File: src/rtl/bias_loader.sv
// rtl/bias_loader.sv - streams bias words into packed PE_NUM-lane rows and writes them to bias memory
module bias_loader #(
  parameter int DWIDTH = 16,
  parameter int PE_NUM = 8,
  parameter int AWIDTH = 5
) (
  input  logic                     clk,
  input  logic                     rst_n,
  input  logic                     start,
  input  logic [AWIDTH:0]          cfg_rows,
  input  logic                     abort,
  input  logic [DWIDTH-1:0]        s_data,
  input  logic                     s_valid,
  output logic                     s_ready,
  output logic                     bias_we,
  output logic [AWIDTH-1:0]        bias_waddr,
  output logic [PE_NUM*DWIDTH-1:0] bias_wdata,
  output logic                     busy,
  output logic                     done
);

  localparam int LW = (PE_NUM > 1) ? $clog2(PE_NUM) : 1;
  localparam logic [AWIDTH:0] MAX_ROWS = {1'b1, {AWIDTH{1'b0}}};
  localparam logic [AWIDTH:0] ONE_ROW  = {{AWIDTH{1'b0}}, 1'b1};
  localparam logic [LW-1:0]   LAST_LANE = LW'(PE_NUM - 1);

  typedef enum logic [1:0] {
    S_IDLE  = 2'd0,
    S_LOAD  = 2'd1,
    S_WRITE = 2'd2,
    S_DONE  = 2'd3
  } state_e;

  state_e                     state_q, state_d;
  logic [LW-1:0]              lane_q, lane_d;
  logic [AWIDTH-1:0]          row_q, row_d;
  logic [AWIDTH:0]            rows_q, rows_d;
  logic [PE_NUM*DWIDTH-1:0]   row_buf_q, row_buf_d;
  logic [PE_NUM*DWIDTH-1:0]   wdata_q, wdata_d;
  logic [AWIDTH-1:0]          waddr_q, waddr_d;
  logic                       s_ready_q, s_ready_d;
  logic                       we_q, we_d;
  logic                       busy_q, busy_d;
  logic                       done_q, done_d;

  logic [AWIDTH:0]            clamped_rows;
  logic                       last_row;
  logic                       xfer;

  assign clamped_rows = (cfg_rows > MAX_ROWS) ? MAX_ROWS : cfg_rows;
  assign last_row     = ({1'b0, row_q} == (rows_q - ONE_ROW));
  // abort wins over a handshake in the same cycle, so the word is never taken
  assign xfer         = (state_q == S_LOAD) && s_valid && s_ready_q && !abort;

  // State register: FSM, counters, row buffer and all registered outputs
  always_ff @(posedge clk or negedge rst_n) begin
    if (!rst_n) begin
      state_q   <= S_IDLE;
      lane_q    <= '0;
      row_q     <= '0;
      rows_q    <= '0;
      row_buf_q <= '0;
      wdata_q   <= '0;
      waddr_q   <= '0;
      s_ready_q <= 1'b0;
      we_q      <= 1'b0;
      busy_q    <= 1'b0;
      done_q    <= 1'b0;
    end else begin
      state_q   <= state_d;
      lane_q    <= lane_d;
      row_q     <= row_d;
      rows_q    <= rows_d;
      row_buf_q <= row_buf_d;
      wdata_q   <= wdata_d;
      waddr_q   <= waddr_d;
      s_ready_q <= s_ready_d;
      we_q      <= we_d;
      busy_q    <= busy_d;
      done_q    <= done_d;
    end
  end

  // Next-state logic: row assembly, row sequencing, abort handling
  always_comb begin
    state_d   = state_q;
    lane_d    = lane_q;
    row_d     = row_q;
    rows_d    = rows_q;
    row_buf_d = row_buf_q;
    wdata_d   = wdata_q;
    waddr_d   = waddr_q;
    case (state_q)
      S_IDLE: begin
        if (start) begin
          rows_d  = clamped_rows;
          row_d   = '0;
          lane_d  = '0;
          state_d = (clamped_rows == '0) ? S_DONE : S_LOAD;
        end
      end
      S_LOAD: begin
        if (abort) begin
          state_d = S_IDLE;
          lane_d  = '0;
          row_d   = '0;
        end else if (xfer) begin
          for (int i = 0; i < PE_NUM; i++) begin
            if (LW'(i) == lane_q) begin
              row_buf_d[i*DWIDTH +: DWIDTH] = s_data;
            end
          end
          if (lane_q == LAST_LANE) begin
            // the completed row (including this word) is presented with the write
            lane_d  = '0;
            wdata_d = row_buf_d;
            waddr_d = row_q;
            state_d = S_WRITE;
          end else begin
            lane_d = lane_q + 1'b1;
          end
        end
      end
      S_WRITE: begin
        if (abort) begin
          state_d = S_IDLE;
          lane_d  = '0;
          row_d   = '0;
        end else if (last_row) begin
          state_d = S_DONE;
        end else begin
          row_d   = row_q + 1'b1;
          state_d = S_LOAD;
        end
      end
      default: begin
        state_d = S_IDLE;
      end
    endcase
  end

  // Output decode from the next state so every output is a flop visible in its state
  always_comb begin
    s_ready_d = (state_d == S_LOAD);
    we_d      = (state_d == S_WRITE);
    busy_d    = (state_d != S_IDLE);
    done_d    = (state_d == S_DONE);
  end

  assign s_ready    = s_ready_q;
  assign bias_we    = we_q;
  assign bias_waddr = waddr_q;
  assign bias_wdata = wdata_q;
  assign busy       = busy_q;
  assign done       = done_q;

endmodule
File: config.mk
export PLATFORM = sky130hd
export DESIGN_NAME = bias_loader
export DESIGN_NICKNAME = d
export VERILOG_FILES = /design/src/rtl/bias_loader.sv
export SDC_FILE = /design/constraint.sdc
export NUM_CORES = 1
export LEC_CHECK = 0
export CAP_MARGIN = 20
export CORE_MARGIN = 1
export CORE_UTILIZATION = 51
export CTS_CLUSTER_SIZE = 10
export DETAILED_ROUTE_END_ITERATION = 12
export PLACE_DENSITY = 0.74
export SETUP_SLACK_MARGIN = 0.1
export SYNTH_ARGS = -nofsm -noshare
export SYNTH_HDL_FRONTEND = slang
export SYNTH_SLANG_ARGS = --single-unit
File: constraint.sdc
create_clock -name clk -period 2.6 [get_ports clk]
set_input_delay 0.26 -clock clk [delete_from_list [all_inputs] [get_ports clk]]
set_output_delay 0.26 -clock clk [all_outputs]
set_load 0.02 [all_outputs]
==> key figures <==
Status
  • Result of the run: complete, no violations

Yosys
  • Yosys reg bits: 265
  • Most frequently used flop master after synthesis: dfrtp_1
  • Synth Instances: 955
  • Main combinational cell family by area after synthesis: multiplexers
  • Synth Cell Area: 0.0114 mm^2
  • Adder and majority cell fraction of the synthesized area: 0.881%
  • Share of synthesized area occupied by flip-flops and latches: 58.4%
  • Number of library cell types mapped by synthesis: 50
  • Compound-gate portion of the synthesized area: 6.63%
  • Synthesized-area fraction occupied by and/or/nand/nor cells: 9.09%
  • Post-synthesis average cell area: 11.9 um^2
  • XOR/XNOR share of the synthesized area: 0.386%
  • FFs w/ async S/R, synth: 100%
  • Mux cell area share after synthesis: 21.2%
  • Synthesized Nets: 990
  • Total of warnings raised by yosys: 0
  • Number of enable flip-flop cells after synthesis: 0

Detailed routing
  • Routed len/inst: 17.4 um
  • Number of DRC markers in iteration 0: 362
  • Length of the first detailed-routing pass in iterations: 4
  • Post-route ant nets: 0
  • Residual DRC count: 0
  • Vias per Instance: 5.36
  • Vias after detailed routing: 7,412
  • Total Routed Length: 24.1 mm

CTS
  • Inserted Clock Buffers: 30
  • Number of sinks driven by the clock tree: 265
  • Count of buffers added by post-CTS timing repair for setup: 0
  • CTS tree: yes
  • Maximum buffer depth of the clock tree: 3
  • Clk Tree Root Cell: clkbuf_16
  • Number of buffers added to fix hold violations after cts: 1
  • H-tree Lvls: 1
  • CTS clock-pin slew for the worst setup and hold paths: 0.05 ns
  • Number of gates resized after cts: 0
  • Worst skew pair latency: 0.53 ns

Timing
  • Tcrit/Tclk final: 79.5%
  • Worst Max-Slew Pin Slew: 0.819 ns
  • Setup TNS: 0 ns
  • Number of hold violations in the final report: 0
  • Total setup violations reported at the end of the flow: 0
  • Largest clock skew in the final design: 0.0111 ns
  • Worst-case setup margin in the final layout: 0.534 ns
  • Final min period: 2.07 ns
  • Normalized max-slew margin: 45.2%
  • Pins over their slew limit: 0
  • Fmax: 484 MHz
  • Setup repair after global routing missed its margin: false
  • WHS: 0.150 ns

Power
  • Power share of the sequential group: 50.2%
  • Portion of total power attributed to combinational logic: 10.0%
  • Worst IR drop on VDD: 0.000472 V
  • Leak: 6.78 nW
  • Sw Share: 23.3%
  • Power spent charging and discharging nets: 2.12 mW
  • Cell area power density: 645 mW/mm^2
  • Pint: 6.97 mW
  • Total power after layout: 9.09 mW
  • Clock power share: 39.7%

Setup path
  • CP Cell Sequence: nor3b_1 -> nand3_2 -> nor2_4 -> buf_12 -> mux2_1
  • Crit path launch: state_q[0]
  • Worst setup path class: reg -> reg
  • Critical Path Slowest Stage Cell: dfrtp_1
  • Delay contributed by the slowest stage of the critical path: 0.46 ns
  • Category of the worst setup path launch point: flop
  • Endpoint required time on the critical path: 3.01 ns
  • Number of cells on the worst reg-to-reg path: 5
  • Crit Reg-Reg Endpoint: row_buf_q[94]
  • Worst Setup End Kind: flop
  • Launch instance of the worst register-to-register path: state_q[0]
  • Endpoint of the worst setup timing path: row_buf_q[94]
  • CP arrival: 2.47 ns
  • Reg-to-reg setup timing slack: 0.53 ns
  • Maximum fanout count along the critical path: 11

Layout
  • Count of antenna diodes in the layout: 0
  • Area growth from synthesis to final layout: 24.1%
  • Layout cells sized above 1: 6.61%
  • Net total in the final layout: 1,137
  • Layout filler cell count: 1,770

Hold path
  • Class of the tightest hold or removal check: in -> async

Floorplan
  • Floorplan core area: 0.0218 mm^2
  • Die Span Y: 151 um
  • DIE AREA: 0.0229 mm^2
  • Starting utilization of the core area: 52.0%
  • Count of pins on the block boundary: 164
  • Horizontal die dimension: 151 um
  • Row count: 54

Global route
  • Largest net degree at the start of global routing: 128
  • Total routing resource utilization after global routing: 22.0%
  • Number of global-route vias before repair: 7,450
  • GRT Residual Overflow: 0
  • Antenna violations before repair: 0
  • Global-route wire length before repair: 39.6 mm

Job
  • Number of max-cap violations: 0

Place
  • DPL Wire Length: 15.7 mm
  • Count of input and output buffers: 163
  • Pre-CTS WS: 0.205 ns
  • GP Congestion: 0.742
-- cell usage in the layout, fill, tap and decap left out, drive strengths merged, types with 10 or more instances in the layout --
cell           netlist  final
dfrtp              265    265
nand2              185    185
clkdlybuf4s50        0    162
o21ai              128    128
mux2i              113    113
mux2               113    113
clkbuf              35     34
buf                 33     20
nor2                11     11
inv                 10     10
-- sequential cells by signal, indices dropped and copies added, names as in the netlist, 2 cells and up --
name and count:
bias_wdata 128, row_q 5, row_buf_q 112, lane_q 3, state_q 2, rows_q 6
bias_waddr 5
-- layer usage --
metal | vias to the layer above | part of all wire [%] | track usage [%]
met4 | 0 | 1.4 | 4.95
met5 | - | 0 | 0
met2 | 140 | 47 | 34.4
li1 | 3546 | - | -
met1 | 3702 | 48 | 32.8
met3 | 24 | 3.9 | 2.89
-- synth_stat cells, drive strengths merged, types with 4 or more instances --
cell type  number  area [um^2]
mux2          113         1270
nand2         185          697
o21ai         128          644
dfrtp         265         6630
ha              8          100
a21oi           5         25.0
mux2i         113         1130
clkbuf         35          131
xnor2           4         35.0
buf            33          224
nand3           4         25.0
inv            10         37.5
nor2           11         81.3
nand2b          7         43.8
-- logic make-up after synthesis --
| logic type | after synthesis |
|---|---|
| DFF | 265 |
| and+or+nand+nor | 229 |
| buffers and inverters | 78 |
| AOI/OAI and AO/OA | 144 |
| adders and majority gates | 8 |
| xor gates and xnor gates | 5 |
| muxes | 226 |
-- final cells by class --
cell class	count	area [um^2]	share of cell area, %
Multi-Input combinational cell	612	4340	30.8
Sequential cell	265	6630	47.0
Timing Repair Buffer	183	1930	13.7
Tap cell	280	350	2.49
Clock buffer	34	807	5.73
Inverter	10	37.5	0.266
-- stage by stage --
stage / utilization [%] / instances / instance area (um^2)
after CTS: 64.6 / 1384 / 14100
final: 64.6 / 1384 / 14100
after global placement: 60.8 / 1349 / 13300
after floorplan: - / 955 / 11400
after global routing: 64.6 / 1384 / 14100
after detailed placement: 60.8 / 1349 / 13300
-- power by group through the flow --
stage | sequential, mW | clock (mW) | combinational, mW
2_1_floorplan | 4.59 | 0 | 0.619
3_3_place_gp | 4.62 | 0 | 0.899
3_5_place_dp | 4.64 | 0 | 0.924
4_1_cts | 4.56 | 3.70 | 0.930
5_1_grt | 4.60 | 3.86 | 1.01
6_report | 4.57 | 3.61 | 0.913
-- worst min path at each step --
stage,startpoint,endpoint,slack (ns),cells after the start
after global routing,rst_n,bias_wdata[124],0.15,2
after global placement,rst_n,bias_wdata[125],0.10,1
after floorplan,rst_n,bias_waddr[0],-0.04,0
after detailed placement,rst_n,bias_wdata[108],0.11,1
final,rst_n,bias_wdata[108],0.15,2
after CTS,rst_n,bias_wdata[124],0.14,2
-- critical path, delay by kind of cell (launching register included) --
kind / cells / cell delay, ns
mux: 1 / 0.32
flops: 1 / 0.46
simple gates: 3 / 0.98
buf+inv: 1 / 0.18
Power figures use the tool's default switching activity.
